<file path="config.mk">
export PLATFORM = sky130hd
export DESIGN_NAME = multdiv_writeback
export DESIGN_NICKNAME = d
export VERILOG_FILES = /design/src/rtl/multdiv_writeback.sv
export SDC_FILE = /design/constraint.sdc
export NUM_CORES = 1
export LEC_CHECK = 0
export BUFFER_PORTS_ARGS = -buffer_cell sky130_fd_sc_hd__buf_2
export CAP_MARGIN = 40
export CELL_PAD_IN_SITES_DETAIL_PLACEMENT = 0
export CELL_PAD_IN_SITES_GLOBAL_PLACEMENT = 1
export CORE_ASPECT_RATIO = 0.75
export CORE_UTILIZATION = 50
export DETAILED_ROUTE_END_ITERATION = 6
export HOLD_SLACK_MARGIN = 0.15
export PLACE_DENSITY_LB_ADDON = 0.1
export SYNTH_ARGS = -nofsm -noshare
export SYNTH_HDL_FRONTEND = slang
export SYNTH_SLANG_ARGS = --single-unit
</file>
<file path="constraint.sdc">
create_clock -name clock -period 18.4 [get_ports clock]
set_input_delay 3.68 -clock clock [delete_from_list [all_inputs] [get_ports clock]]
set_output_delay 3.68 -clock clock [all_outputs]
set_load 0.01 [all_outputs]
</file>
<file path="src/rtl/multdiv_writeback.sv">
// Iterative signed 32-bit multiply/divide unit feeding the regfile write port.
// Shift-add multiply / restoring divide on magnitudes, sign fixed on the final iteration.
module multdiv_writeback #(
  parameter logic [4:0]  STATUS_REG    = 5'd30,
  parameter logic [31:0] MULT_EXC_CODE = 32'd4,
  parameter logic [31:0] DIV_EXC_CODE  = 32'd5
) (
  input  logic        clock,
  input  logic        ctrl_reset,
  input  logic        ctrl_MULT,
  input  logic        ctrl_DIV,
  input  logic [31:0] data_operandA,
  input  logic [31:0] data_operandB,
  input  logic [4:0]  ctrl_destReg,
  output logic        ctrl_busy,
  output logic        data_resultRDY,
  output logic [31:0] data_result,
  output logic        data_exception,
  output logic        wb_writeEnable,
  output logic [4:0]  wb_writeReg,
  output logic [31:0] wb_data
);

  typedef enum logic [1:0] {S_IDLE, S_RUN, S_DONE} state_t;

  state_t      r_state, w_state_next;
  logic [4:0]  r_cnt;
  logic        r_is_mult, r_neg, r_div0;
  logic [4:0]  r_dest;
  logic [31:0] r_opa;     // multiplier (shifts right) or dividend/quotient (shifts left)
  logic [31:0] r_mag_b;
  logic [63:0] r_mcand;
  logic [63:0] r_acc;
  logic [32:0] r_rem;
  logic        r_rdy, r_exc, r_we;
  logic [31:0] r_result, r_wdata;
  logic [4:0]  r_wreg;

  logic        w_accept, w_last;
  logic [31:0] w_mag_a, w_mag_b;
  logic [63:0] w_acc_next, w_prod;
  logic [32:0] w_shift, w_rem_next;
  logic [33:0] w_diff;
  logic [31:0] w_quo_next, w_quo_s, w_res;
  logic        w_mult_ovf, w_exc;

  assign w_accept = (r_state != S_RUN) && (ctrl_MULT || ctrl_DIV);
  assign w_last   = (r_state == S_RUN) && (r_cnt == 5'd31);
  assign w_mag_a  = data_operandA[31] ? -data_operandA : data_operandA;
  assign w_mag_b  = data_operandB[31] ? -data_operandB : data_operandB;

  assign w_acc_next = r_acc + (r_opa[0] ? r_mcand : 64'd0);
  assign w_shift    = {r_rem[31:0], r_opa[31]};
  assign w_diff     = {1'b0, w_shift} - {2'b00, r_mag_b};
  assign w_rem_next = w_diff[33] ? w_shift : w_diff[32:0];
  assign w_quo_next = {r_opa[30:0], ~w_diff[33]};

  // Final iteration values, sign-corrected and truncated to 32 bits.
  assign w_prod     = r_neg ? -w_acc_next : w_acc_next;
  assign w_quo_s    = r_neg ? -w_quo_next : w_quo_next;
  assign w_mult_ovf = (w_prod[63:32] != {32{w_prod[31]}});
  assign w_res      = r_is_mult ? w_prod[31:0] : (r_div0 ? 32'd0 : w_quo_s);
  assign w_exc      = r_is_mult ? w_mult_ovf : r_div0;

  always_ff @(posedge clock or posedge ctrl_reset) begin
    if (ctrl_reset) r_state <= S_IDLE;
    else            r_state <= w_state_next;
  end

  always_comb begin
    w_state_next = r_state;
    case (r_state)
      S_IDLE:  if (w_accept) w_state_next = S_RUN;
      S_RUN:   if (w_last)   w_state_next = S_DONE;
      S_DONE:  w_state_next = w_accept ? S_RUN : S_IDLE;
      default: w_state_next = S_IDLE;
    endcase
  end

  always_ff @(posedge clock or posedge ctrl_reset) begin
    if (ctrl_reset) begin
      r_cnt     <= '0;
      r_is_mult <= 1'b0;
      r_neg     <= 1'b0;
      r_div0    <= 1'b0;
      r_dest    <= '0;
      r_opa     <= '0;
      r_mag_b   <= '0;
      r_mcand   <= '0;
      r_acc     <= '0;
      r_rem     <= '0;
      r_rdy     <= 1'b0;
      r_exc     <= 1'b0;
      r_result  <= '0;
      r_we      <= 1'b0;
      r_wreg    <= '0;
      r_wdata   <= '0;
    end else begin
      r_rdy   <= 1'b0;
      r_we    <= 1'b0;
      r_wreg  <= '0;
      r_wdata <= '0;
      if (w_accept) begin
        r_cnt     <= '0;
        r_is_mult <= ctrl_MULT;
        r_neg     <= data_operandA[31] ^ data_operandB[31];
        r_div0    <= (data_operandB == 32'd0);
        r_dest    <= ctrl_destReg;
        r_opa     <= ctrl_MULT ? w_mag_b : w_mag_a;
        r_mag_b   <= w_mag_b;
        r_mcand   <= {32'd0, w_mag_a};
        r_acc     <= '0;
        r_rem     <= '0;
      end else if (r_state == S_RUN) begin
        r_cnt <= r_cnt + 5'd1;
        if (r_is_mult) begin
          r_acc   <= w_acc_next;
          r_mcand <= r_mcand << 1;
          r_opa   <= r_opa >> 1;
        end else begin
          r_rem <= w_rem_next;
          r_opa <= w_quo_next;
        end
        if (w_last) begin
          r_rdy    <= 1'b1;
          r_we     <= 1'b1;
          r_result <= w_res;
          r_exc    <= w_exc;
          r_wreg   <= w_exc ? STATUS_REG : r_dest;
          r_wdata  <= w_exc ? (r_is_mult ? MULT_EXC_CODE : DIV_EXC_CODE) : w_res;
        end
      end
    end
  end

  assign ctrl_busy      = (r_state == S_RUN);
  assign data_resultRDY = r_rdy;
  assign data_result    = r_result;
  assign data_exception = r_exc;
  assign wb_writeEnable = r_we;
  assign wb_writeReg    = r_wreg;
  assign wb_data        = r_wdata;

endmodule

</file>
==> summary.json <==
{
  "run_status": {"value": "finished, final reports clean"},
  "slew_violations": {"value": 0},
  "cts.sink_count": {"value": 310},
  "grt_max_degree": {"value": 112},
  "dieArea": {"value": 48200, "unit": "µm²"},
  "critPathLaunchType": {"value": "flip-flop"},
  "cts_htree_levels": {"value": 2},
  "post_synth_inst_count": {"value": 2828},
  "die_h": {"value": 190, "unit": "µm"},
  "worstPathCellList": {"value": "buf_4 -> and2_1 -> ha_1 -> inv_1 -> fa_1 -> nor2b_1 -> o31a_1 -> a21oi_1 -> a21boi_0 -> o22ai_1 -> a2111oi_2 -> nor3b_4 -> nand4_1 -> or4_4 -> mux2_2 -> o21ai_0 -> or4_1 -> nor4_1 -> nand4_1 -> o31a_2 -> buf_4 -> o21a_1"},
  "crit_path_max_fanout": {"value": 40},
  "width_of_the_die": {"value": 253, "unit": "µm"},
  "synth.net_count": {"value": 3004},
  "syn_area_per_cell": {"value": 8.36, "unit": "µm²"},
  "totalWireLength": {"value": 85.0, "unit": "mm"},
  "synthDominantCellAreaShare": {"value": 0.328},
  "synth_warnings": {"value": 0},
  "num-nets-final": {"value": 3067},
  "antenna_found_initial": {"value": 5},
  "pwr-share-seq": {"value": 0.241},
  "post-route-drc-count": {"value": 0},
  "final.setup.tns": {"value": 0, "unit": "ns"},
  "cts_root_buf": {"value": "sky130_fd_sc_hd__clkbuf_16"},
  "routabilityCongestion": {"value": 0.990},
  "mappedNetlistArea": {"value": 23600, "unit": "µm²"},
  "power_report.internal_total": {"value": 2.37, "unit": "mW"},
  "port_buffers": {"value": 145},
  "overflow": {"value": 0},
  "p_sw": {"value": 2.42, "unit": "mW"},
  "synth_async_sr_flop_share": {"value": 1.00},
  "area_growth_syn_to_layout": {"value": 10.4, "unit": "%"},
  "initial_utilization": {"value": 0.510},
  "rsz0062_at_grt": {"value": "false"},
  "synth_most_common_cell": {"value": "sky130_fd_sc_hd__nand2_1"},
  "endpoint_kind": {"value": "flip-flop"},
  "clkTransAtPathRegs": {"value": 0.06, "unit": "ns"},
  "cts_inserted_buffers": {"value": 34},
  "synth.cells.most_frequent": {"value": "sky130_fd_sc_hd__nand2_1 (352), sky130_fd_sc_hd__dfrtp_1 (310), sky130_fd_sc_hd__o21ai_0 (258), sky130_fd_sc_hd__nor2_1 (164), sky130_fd_sc_hd__a21oi_1 (162)"},
  "timing_hold_violations_final": {"value": 0},
  "clock_latency_of_the_later_clocked_register_in_the_worst_skew_pair": {"value": 0.59, "unit": "ns"},
  "io_pins": {"value": 146},
  "fmax": {"value": 122, "unit": "MHz"},
  "synth_edf_count": {"value": 0},
  "timing.max_cap.violations": {"value": 0},
  "final-instance-count-excl-fill": {"value": 3546},
  "cts_hold_bufs": {"value": 0},
  "ys_top_cells_by_area": {"value": "sky130_fd_sc_hd__dfrtp_1 (33%), sky130_fd_sc_hd__nand2_1 (5.6%), sky130_fd_sc_hd__o21ai_0 (5.5%)"},
  "placed_cells_incl_taps": {"value": 3485},
  "routedWlPerCell": {"value": 24.0, "unit": "µm"},
  "grt_pass1_vias": {"value": 20900},
  "power_frac_comb": {"value": 0.615},
  "postRouteAntennaNets": {"value": 0},
  "slowest_delay": {"value": 0.81, "unit": "ns"},
  "worst_hold_path_type": {"value": "flip-flop to flip-flop"},
  "drt_iter0_markers": {"value": 2670},
  "power-per-cell-area": {"value": 184, "unit": "nW/µm²"},
  "critPathKind": {"value": "flip-flop to flip-flop"},
  "cpMaxStageDelayCell": {"value": "sky130_fd_sc_hd__dfrtp_1"},
  "tritoncts_clock_tree": {"value": "yes"},
  "power.static_leakage": {"value": 11.7, "unit": "nW"},
  "dp_hpwl": {"value": 64.9, "unit": "mm"},
  "grt_util_all_layers": {"value": 0.350},
  "peakVddDrop": {"value": 0.102, "unit": "mV"},
  "post_drt_via_cell_ratio": {"value": 6.47},
  "synth.lib_cells_used.distinct": {"value": 99},
  "cts_setup_buffers": {"value": 0},
  "fin_crit": {"value": 8.19, "unit": "ns"},
  "worst_clock_skew": {"value": 0.0356, "unit": "ns"},
  "fin_crit_sh": {"value": 0.445},
  "ctsResizeCount": {"value": 0},
  "cpLargestDelayFamily": {"value": "simple AND/OR/NAND/NOR gates"},
  "n_antenna_cell": {"value": 0},
  "largest_area_contributor_in_the_synthesized_netlist": {"value": "sky130_fd_sc_hd__dfrtp_1"},
  "grt_pass1_wl": {"value": 128, "unit": "mm"},
  "clockBufferDepth": {"value": 3},
  "routed-via-count": {"value": 22900},
  "firstDrtPassIters": {"value": 6},
  "cp.buffers_inverters": {"value": 3},
  "fin_total_pwr": {"value": 4.79, "unit": "mW"},
  "max-slew-margin-rel": {"value": 0.337},
  "yosysSeqAreaShare": {"value": 0.328},
  "critPathRequiredTime": {"value": 18.85, "unit": "ns"},
  "coreArea": {"value": 46400, "unit": "µm²"},
  "actual_slew_at_the_worst_max_slew_pin": {"value": 0.994, "unit": "ns"},
  "yosys_most_used_dff": {"value": "sky130_fd_sc_hd__dfrtp_1"},
  "final_layout_size_suffix_gt1_frac": {"value": 0.118},
  "power.switching_fraction": {"value": 0.506},
  "synth.ff_latch_count": {"value": 310},
  "worstPathArrival": {"value": 8.63, "unit": "ns"},
  "placementRows": {"value": 68},
  "power_frac_clock": {"value": 0.144},
  "finalSetupViolCount": {"value": 0}
}
## flip-flops by register name, summed over array words and instances, names as in the netlist
name            flops
r_mcand            64
wb_writeEnable      1
r_neg               1
data_result        32
r_state             2
r_opa              32
wb_data            32
wb_writeReg         5
r_cnt               5
r_div0              1
r_dest              5
r_acc              64
r_is_mult           1
r_rem              32
data_exception      1
r_mag_b            32
## power groups by stage
stage / Clock, mW / Combinational, mW / Sequential [mW]
after floorplan: 0 / 2.05 / 1.08
after global placement: 0 / 2.78 / 1.15
after detailed placement: 0 / 2.86 / 1.15
after CTS: 0.703 / 2.87 / 1.15
after global routing: 0.729 / 3.19 / 1.18
final: 0.692 / 2.94 / 1.15
## cells in the final DEF, fill, tap and decap left out, drive strengths merged, types with 20 or more instances in the layout
cell type / instances
o31ai: 48
a22oi: 54
mux2i: 41
o21ai: 266
a21o: 54
or4: 20
a211oi: 20
nor4: 22
nor2: 164
o21a: 21
nand3: 53
or3: 44
dfrtp: 310
buf: 194
nand4: 35
xnor2: 100
a22o: 92
xor2: 87
o22ai: 21
ha: 101
and3: 24
inv: 84
clkbuf: 46
nand2b: 23
o41ai: 21
a21oi: 162
nand2: 352
nor3: 95
and2: 88
o211ai: 23
## area by class of cell
cell class              instances  area [µm²]
multi-input cells            2265       14900
fillers                      4329       20300
clock buffers                  46         906
inverters                      85         327
well taps                     630         788
flip-flops and latches        310        7760
repair buffers                195        1220
clock inverters                15         179
## routing by layer
metal / vias to the layer above / global-route usage / part of all wire
met2: 1095 / 0.431 / 0.37
met3: 92 / 0.149 / 0.14
met5: - / 0.0194 / 0.0021
li1: 10600 / - / -
met1: 11200 / 0.544 / 0.48
met4: 10 / 0.0660 / 0.015
## worst reg2reg max path, cell delays in order, from the launching register on
cell and delay, ns:
sky130_fd_sc_hd__dfrtp_1 0.81, sky130_fd_sc_hd__buf_4 0.51, sky130_fd_sc_hd__and2_1 0.27, sky130_fd_sc_hd__ha_1 0.20, sky130_fd_sc_hd__inv_1 0.06, sky130_fd_sc_hd__fa_1 0.39
sky130_fd_sc_hd__nor2b_1 0.17, sky130_fd_sc_hd__o31a_1 0.40, sky130_fd_sc_hd__a21oi_1 0.20, sky130_fd_sc_hd__a21boi_0 0.29, sky130_fd_sc_hd__o22ai_1 0.21, sky130_fd_sc_hd__a2111oi_2 0.52
sky130_fd_sc_hd__nor3b_4 0.37, sky130_fd_sc_hd__nand4_1 0.54, sky130_fd_sc_hd__or4_4 0.74, sky130_fd_sc_hd__mux2_2 0.27, sky130_fd_sc_hd__o21ai_0 0.06, sky130_fd_sc_hd__or4_1 0.54
sky130_fd_sc_hd__nor4_1 0.42, sky130_fd_sc_hd__nand4_1 0.21, sky130_fd_sc_hd__o31a_2 0.35, sky130_fd_sc_hd__buf_4 0.29, sky130_fd_sc_hd__o21a_1 0.25
## cell families (layout without fill, tap and decap cells)
logic type / after synthesis / count (layout) / share of synthesized area
AND/OR/NAND/NOR: 986 / 986 / 0.212
XOR/XNOR: 187 / 187 / 0.0693
AO/OA/AOI/OAI: 937 / 937 / 0.269
multiplexers: 52 / 52 / 0.0231
flip-flops: 310 / 310 / 0.328
buffers and inverters: 253 / 341 / 0.0430
adder cells (fa/ha/maj): 103 / 103 / 0.0551
## final timing paths
path                             from              to  slack, ns  cells past startpoint
setup / recovery             r_opa[0]  wb_writeReg[1]      10.21                     22
min in group asynchronous  ctrl_reset  wb_writeReg[3]       3.28                      2
setup reg to reg             r_opa[0]  wb_writeReg[1]      10.21                     22
max in group asynchronous  ctrl_reset       r_acc[23]      13.10                      5
hold reg to reg            r_state[0]      r_state[0]       0.46                      1
hold / removal             r_state[0]      r_state[0]       0.46                      1
## metrics by stage
stage	instance area [µm²]	util	hold slack (ns)	setup slack, ns
finish	26100	0.563	0.462	10.21
global route	26100	0.563	0.496	9.82
CTS	26100	0.563	0.460	10.41
detailed placement	25000	0.540	0.452	10.45
global placement	24800	0.535	0.439	10.59
floorplan	23600	-	0.424	6.15
(Power assumes the default switching activity.)
